## config.mk

```make
export PLATFORM = sky130hd
export DESIGN_NAME = rn_local_eject_buffer
export DESIGN_NICKNAME = d
export VERILOG_FILES = /design/src/rtl/rn_local_eject_buffer.sv
export SDC_FILE = /design/constraint.sdc
export NUM_CORES = 2
export LEC_CHECK = 0
export CORE_MARGIN = 2
export CORE_UTILIZATION = 41
export DETAILED_ROUTE_END_ITERATION = 8
export GPL_TIMING_DRIVEN = 0
export SYNTH_ARGS = -nofsm -noshare
export SYNTH_HDL_FRONTEND = slang
export SYNTH_SLANG_ARGS = --single-unit
```

## constraint.sdc

```tcl
create_clock -name clk -period 11.03 [get_ports clk]
set_input_delay 2.206 -clock clk [delete_from_list [all_inputs] [get_ports clk]]
set_output_delay 2.206 -clock clk [all_outputs]
set_load 0.03 [all_outputs]
```

## src/rtl/rn_local_eject_buffer.sv

```systemverilog
// rn_local_eject_buffer: ejection buffer between a mesh router's local output
// port and a requester/cache node. Incoming flits are stored per virtual
// channel, delivered to the device through a valid/ready interface with
// round-robin arbitration over non-empty VCs, and every drained flit returns
// one credit to the router. The sender's linear node id is recovered from the
// head flit's src_id.
// Optional build macro: RN_EJECT_TGT_CHECK_EN -- when defined, flits whose
// tgt_id does not match this node are dropped, flagged on misroute_err_o and
// their credit is returned immediately.
// Flit layout: tgt_id {y,x} starts at bit TGT_ID_LSB, src_id {y,x} starts at
// bit SRC_ID_LSB (x in the low bits of each id).
module rn_local_eject_buffer #(
  parameter type flit_payload_t      = logic [256-1:0],
  parameter int  VC_NUM              = 2,
  parameter int  VC_DEPTH            = 4,
  parameter int  VC_ID_W             = (VC_NUM > 1) ? $clog2(VC_NUM) : 1,
  parameter int  NodeID_X_Width      = 2,
  parameter int  NodeID_Y_Width      = 2,
  parameter int  NODE_NUM_X_DIMESION = 4,
  parameter int  TGT_ID_LSB          = 0,
  parameter int  SRC_ID_LSB          = 8
) (
  input  logic                                   clk,
  input  logic                                   rst,
  input  logic [NodeID_X_Width-1:0]              node_id_x_i,
  input  logic [NodeID_Y_Width-1:0]              node_id_y_i,
  input  logic                                   flit_v_i,
  input  flit_payload_t                          flit_i,
  input  logic [VC_ID_W-1:0]                     flit_vc_id_i,
  output logic                                   lcrd_v_o,
  output logic [VC_ID_W-1:0]                     lcrd_vc_id_o,
  output logic                                   rx_valid_o,
  input  logic                                   rx_ready_i,
  output flit_payload_t                          rx_flit_o,
  output logic [NodeID_X_Width+NodeID_Y_Width-1:0] rx_src_nid_o,
  output logic                                   overflow_err_o,
  output logic                                   misroute_err_o
);

  localparam int AW = $clog2(VC_DEPTH);
  localparam int PW = AW + 1;
  localparam int NW = NodeID_X_Width + NodeID_Y_Width;

  logic [VC_NUM-1:0]  empty;
  logic [VC_NUM-1:0]  full;
  logic [VC_NUM-1:0]  push_vc;
  logic [VC_NUM-1:0]  ovf_vc;
  flit_payload_t      head [VC_NUM];

  logic               flit_ok;
  logic               pop;
  logic               rr_found;
  int                 rr_idx;
  logic [VC_ID_W-1:0] rr_grant;
  logic [VC_ID_W-1:0] grant_vc;
  logic [VC_ID_W-1:0] rr_ptr_q, rr_ptr_d;
  logic               lock_q, lock_d;
  logic [VC_ID_W-1:0] lock_vc_q;
  logic               lcrd_v_q, lcrd_v_d;
  logic [VC_ID_W-1:0] lcrd_vc_q, lcrd_vc_d;
  logic               ovf_q, ovf_d;

  // Per-VC circular FIFO. Full/empty use the extra pointer MSB, and the full
  // check sees pre-pop occupancy, so a push into a full VC is an overflow even
  // when that VC pops in the same cycle.
  for (genvar gi = 0; gi < VC_NUM; gi++) begin : g_vc
    logic [PW-1:0] wr_ptr_q;
    logic [PW-1:0] rd_ptr_q;
    flit_payload_t mem_q [VC_DEPTH];
    logic          pop_here;

    assign empty[gi]   = (wr_ptr_q == rd_ptr_q);
    assign full[gi]    = (wr_ptr_q[PW-1] != rd_ptr_q[PW-1]) &&
                         (wr_ptr_q[AW-1:0] == rd_ptr_q[AW-1:0]);
    assign push_vc[gi] = flit_ok && (flit_vc_id_i == VC_ID_W'(gi)) && !full[gi];
    assign ovf_vc[gi]  = flit_ok && (flit_vc_id_i == VC_ID_W'(gi)) && full[gi];
    assign pop_here    = pop && (grant_vc == VC_ID_W'(gi));
    assign head[gi]    = mem_q[rd_ptr_q[AW-1:0]];

    // Advance write pointer on accepted push, read pointer on delivery.
    always_ff @(posedge clk or posedge rst) begin
      if (rst) begin
        wr_ptr_q <= '0;
        rd_ptr_q <= '0;
      end else begin
        if (push_vc[gi]) wr_ptr_q <= wr_ptr_q + PW'(1);
        if (pop_here)    rd_ptr_q <= rd_ptr_q + PW'(1);
      end
    end

    // Flit storage; contents need no reset since the pointers gate validity.
    always_ff @(posedge clk) begin
      if (push_vc[gi]) mem_q[wr_ptr_q[AW-1:0]] <= flit_i;
    end
  end

  // Round-robin pick: first non-empty VC at or after rr_ptr.
  always_comb begin
    rr_grant = '0;
    rr_found = 1'b0;
    rr_idx   = 0;
    for (int i = 0; i < VC_NUM; i++) begin
      rr_idx = int'(rr_ptr_q) + i;
      if (rr_idx >= VC_NUM) rr_idx = rr_idx - VC_NUM;
      if (!rr_found && !empty[rr_idx]) begin
        rr_found = 1'b1;
        rr_grant = VC_ID_W'(rr_idx);
      end
    end
  end

  // A stalled offer keeps its VC so the presented flit cannot change.
  assign grant_vc   = lock_q ? lock_vc_q : rr_grant;
  assign rx_valid_o = ~&empty;
  assign rx_flit_o  = head[grant_vc];
  assign pop        = rx_valid_o && rx_ready_i;
  assign rx_src_nid_o =
      NW'(rx_flit_o[SRC_ID_LSB+NodeID_X_Width +: NodeID_Y_Width]) * NW'(NODE_NUM_X_DIMESION) +
      NW'(rx_flit_o[SRC_ID_LSB +: NodeID_X_Width]);

  // Next arbitration state: rotate past the VC just served, lock on stall.
  always_comb begin
    rr_ptr_d = rr_ptr_q;
    lock_d   = rx_valid_o && !rx_ready_i;
    ovf_d    = ovf_q | (|ovf_vc);
    if (pop) begin
      if (int'(grant_vc) == VC_NUM - 1) rr_ptr_d = '0;
      else                              rr_ptr_d = grant_vc + VC_ID_W'(1);
    end
  end

  // Arbitration, credit and sticky overflow registers.
  always_ff @(posedge clk or posedge rst) begin
    if (rst) begin
      rr_ptr_q  <= '0;
      lock_q    <= 1'b0;
      lock_vc_q <= '0;
      lcrd_v_q  <= 1'b0;
      lcrd_vc_q <= '0;
      ovf_q     <= 1'b0;
    end else begin
      rr_ptr_q  <= rr_ptr_d;
      lock_q    <= lock_d;
      lock_vc_q <= grant_vc;
      lcrd_v_q  <= lcrd_v_d;
      lcrd_vc_q <= lcrd_vc_d;
      ovf_q     <= ovf_d;
    end
  end

  assign lcrd_v_o       = lcrd_v_q;
  assign lcrd_vc_id_o   = lcrd_vc_q;
  assign overflow_err_o = ovf_q;

`ifdef RN_EJECT_TGT_CHECK_EN
  logic               misroute;
  logic               mis_err_q;
  logic               mis_pend_q, mis_pend_d;
  logic [VC_ID_W-1:0] mis_pend_vc_q, mis_pend_vc_d;

  assign misroute = flit_v_i &&
      ((flit_i[TGT_ID_LSB +: NodeID_X_Width] != node_id_x_i) ||
       (flit_i[TGT_ID_LSB+NodeID_X_Width +: NodeID_Y_Width] != node_id_y_i));
  assign flit_ok  = flit_v_i && !misroute;

  // Credit select: pop credit first, then a deferred misroute credit, then a
  // fresh one. The single holding slot only covers isolated collisions; the
  // router's credit budget keeps back-to-back collisions from occurring.
  always_comb begin
    lcrd_v_d      = 1'b0;
    lcrd_vc_d     = '0;
    mis_pend_d    = mis_pend_q;
    mis_pend_vc_d = mis_pend_vc_q;
    if (pop) begin
      lcrd_v_d  = 1'b1;
      lcrd_vc_d = grant_vc;
      if (misroute) begin
        mis_pend_d    = 1'b1;
        mis_pend_vc_d = flit_vc_id_i;
      end
    end else if (mis_pend_q) begin
      lcrd_v_d      = 1'b1;
      lcrd_vc_d     = mis_pend_vc_q;
      mis_pend_d    = misroute;
      mis_pend_vc_d = flit_vc_id_i;
    end else if (misroute) begin
      lcrd_v_d  = 1'b1;
      lcrd_vc_d = flit_vc_id_i;
    end
  end

  // Sticky misroute flag and the deferred credit slot.
  always_ff @(posedge clk or posedge rst) begin
    if (rst) begin
      mis_err_q     <= 1'b0;
      mis_pend_q    <= 1'b0;
      mis_pend_vc_q <= '0;
    end else begin
      mis_err_q     <= mis_err_q | misroute;
      mis_pend_q    <= mis_pend_d;
      mis_pend_vc_q <= mis_pend_vc_d;
    end
  end

  assign misroute_err_o = mis_err_q;
`else
  logic unused_node_id;
  assign unused_node_id = ^{node_id_x_i, node_id_y_i};
  assign flit_ok        = flit_v_i;

  // Without the target check every credit comes from a pop.
  always_comb begin
    lcrd_v_d  = pop;
    lcrd_vc_d = grant_vc;
  end

  assign misroute_err_o = 1'b0;
`endif

endmodule
```

==> flow_summary.toml <==
[status]
outcome = "finished clean"

[yosys]
synth_edf_count = 2048
ys_types = 34
ys_async_sr_fraction_pct = 0.823
syn-cell-area_mm2 = 0.0785
syn_inst = 3054
ys.flop_type = "edfxtp_1"
yosysTopAreaCell = "edfxtp_1"
synth_seq_cells = 2065
yosys-top-cells-area = "edfxtp_1 (78%), mux4_2 (15%), mux2_4 (4.0%), mux2_2 (0.67%), dfrtp_1 (0.54%)"
yosys_warnings = 0
synth.net_count = 3329
ys_seq_area_share_pct = 78.9
synth_top_cell_area_share_pct = 78.4
avgSynthCellArea_um2 = 25.7

[worst_setup_path]
crit_top_cell = "buf_2"
r2r_end = "g_vc[0].mem_q[2][134]$_DFFE_PP_"
crit_type = "reg2out"
required_ns = 8.82
end_kind = "output port"
cpMaxStageDelayCell = "clkbuf_1"
cp_max_fo = 11
r2r-start = "g_vc[0].rd_ptr_q[1]$_DFFE_PP0P_"
critPathLaunchType = "flip-flop"
crit_end = "rx_flit_o[95]"
reg2regPathDepth = 7
slowest_delay_ns = 0.98
crit_start = "g_vc[1].rd_ptr_q[0]$_DFFE_PP0P_"
r2r_slack_ns = 7.33
path_cells = "buf_2, clkbuf_1, buf_2, mux4_2, mux2_4, clkdlybuf4s50_1"
arrival_ns = 4.50

[cells_and_area]
final_cell_mix = "edfxtp_1 (2048), clkdlybuf4s50_1 (524), mux4_2 (512)"
regArea_mm2 = 0.0619
fin_nets = 4112
layout_commonest_cell = "edfxtp_1"
n_fill_cell = 15091
drive_gt1_share_pct = 29.7
synthToLayoutAreaGrowth_pct = 20.4
multi_input_comb_area_mm2 = 0.0157
utilization_pct = 49.7

[timing]
tightestPinTransition_ns = 1.33
whs_ns = 0.480
setup_ws_ns = 4.32
tns_ns = 0
clock-skew-final_ns = 0.0400
min_period_over_period_pct = 60.8
maxSlewViolCount = 0
max_freq_mhz = 149
min_period_ns = 6.71
setup_viol = 0
rsz0062_at_grt = "no"
finalHoldViolCount = 0
max_slew_margin_pct = 11.4

[die]
die_x_um = 442
rows = 160
core-area_mm2 = 0.190
die-area_mm2 = 0.195
initial_core_util_pct = 41.3
die_height_um = 442
pin_count = 530

[global_route]
antenna_found_initial = 42
grt_overflow = 0
grt_util_met3_pct = 4.74
met2_usage_pct = 30.3
grt_pass1_vias = 35625
grtUsageMet1_pct = 24.3
grt.busiest_layer = "met2"
grt_pass1_wl_um = 255000
grtUsageTotal_pct = 18.3
grt_max_degree = 49

[detailed_routing]
first_iter_violations = 2869
wire_per_inst_um = 27.5
dr.pass1.iters = 7
routed_wl_um = 180000
vias = 34605
drc = 0
vias_per_cell = 5.31
drtAntennaViolNets = 0

[place]
place_hpwl_um = 108000
placement.io_buffers = 524
place_ws_ns = 5.05
routabilityCongestion = 0.697

[pwr]
ir_drop_v = 0.000187
cellLeakagePower_nw = 30.4
power_density_mw_per_mm2 = 299

[clock_network]
cts_root_buffer = "clkbuf_16"
cts_tree = "done"
cts_buffer_depth = 3
postCtsResizedCells = 0
clk_latency_ns = 0.87
post_cts_buffers = 0
cts_hold_buf = 0
ctsHtreeMaxLevel = 4
clk_pin_slew_ns = 0.06
cts_made_buffers = 207
cts.sinks = 2065

[worst_hold_path]
min_path_cells = 1
hp-class = "reg2reg"

[run]
maxCapViolCount = 0
[layout make-up]
class                      instances  area share, %
sequential                      2065           65.5
multi-input combinational        831           16.6
timing repair buffer             574           6.93
clock buffer                     264           5.73
tap                             2511           3.32
clock inverter                   106          0.936
buffer                           151          0.901
antenna                           11         0.0291
inverter                           7         0.0278
[critical path: cells and delay by family, from the launching register on]
family,cells,cell delay (ns)
flip-flops,1,0.34
buffers and inverters,4,2.44
multiplexers,2,0.83
[through the flow]
stage	cells	total power, W	instance area [um^2]
5_1_grt	6515	0.0294	94500
3_5_place_dp	6139	0.0221	88200
4_1_cts	6509	0.0288	94500
2_1_floorplan	3054	0.0177	78500
6_report	6520	0.0283	94500
3_3_place_gp	6089	0.0225	86900
[flip-flops by register name, summed over array words and instances (netlist names), named ones only]
register        cells
g_vc.wr_ptr_q       6
g_vc.mem_q       2048
overflow_err_o      1
lcrd_v_o            1
g_vc.rd_ptr_q       6
rr_ptr_q            1
lock_q              1
[power by group]
| part | internal, W | total (W) | switching, W |
|---|---|---|---|
| registers | 0.00962 | 0.00979 | 0.000168 |
| clock network | 0.00365 | 0.00657 | 0.00291 |
| logic | 0.00539 | 0.0119 | 0.00651 |
[kinds of logic after synthesis]
logic type,Yosys count,synth area share [%]
flip-flops,2065,78.9
multiplexers,770,19.4
buffers and inverters,158,1.11
AND/OR/NAND/NOR,28,0.204
XOR/XNOR,14,0.156
adder cells (fa/ha/maj),10,0.159
AO/OA/AOI/OAI,8,0.0701
other,1,0.00478
[cells in the mapped netlist, types with 2 or more instances]
| master | number |
|---|---|
| dfrtp_1 | 17 |
| nor2_1 | 3 |
| buf_4 | 5 |
| nor3b_1 | 2 |
| buf_6 | 25 |
| and2_1 | 9 |
| ha_1 | 10 |
| mux4_2 | 512 |
| xor2_1 | 10 |
| mux2_2 | 47 |
| xnor2_1 | 4 |
| nand2b_1 | 2 |
| edfxtp_1 | 2048 |
| nand2_1 | 4 |
| buf_2 | 57 |
| o21ai_0 | 3 |
| nor3_1 | 3 |
| clkbuf_1 | 63 |
| mux2_4 | 210 |
| inv_1 | 6 |
[per-layer routing]
| metal | vias to the layer above | part of all wire (%) |
|---|---|---|
| met2 | 990 | 50 |
| met1 | 18543 | 41 |
| met3 | 279 | 6.8 |
| met4 | 38 | 2.1 |
| met5 | - | 0.13 |
| li1 | 14755 | - |
[worst min-delay path by stage]
| stage | startpoint | end | slack (ns) |
|---|---|---|---|
| 2_1_floorplan | g_vc[1].wr_ptr_q[2]$_DFFE_PP0P_ | g_vc[1].wr_ptr_q[2]$_DFFE_PP0P_ | 0.46 |
| 5_1_grt | g_vc[0].wr_ptr_q[2]$_DFFE_PP0P_ | g_vc[0].wr_ptr_q[2]$_DFFE_PP0P_ | 0.50 |
| 3_3_place_gp | overflow_err_o$_DFF_PP0_ | overflow_err_o$_DFF_PP0_ | 0.44 |
| 3_5_place_dp | overflow_err_o$_DFF_PP0_ | overflow_err_o$_DFF_PP0_ | 0.44 |
| 6_report | overflow_err_o$_DFF_PP0_ | overflow_err_o$_DFF_PP0_ | 0.48 |
| 4_1_cts | overflow_err_o$_DFF_PP0_ | overflow_err_o$_DFF_PP0_ | 0.48 |
Power figures use the tool's default switching activity.
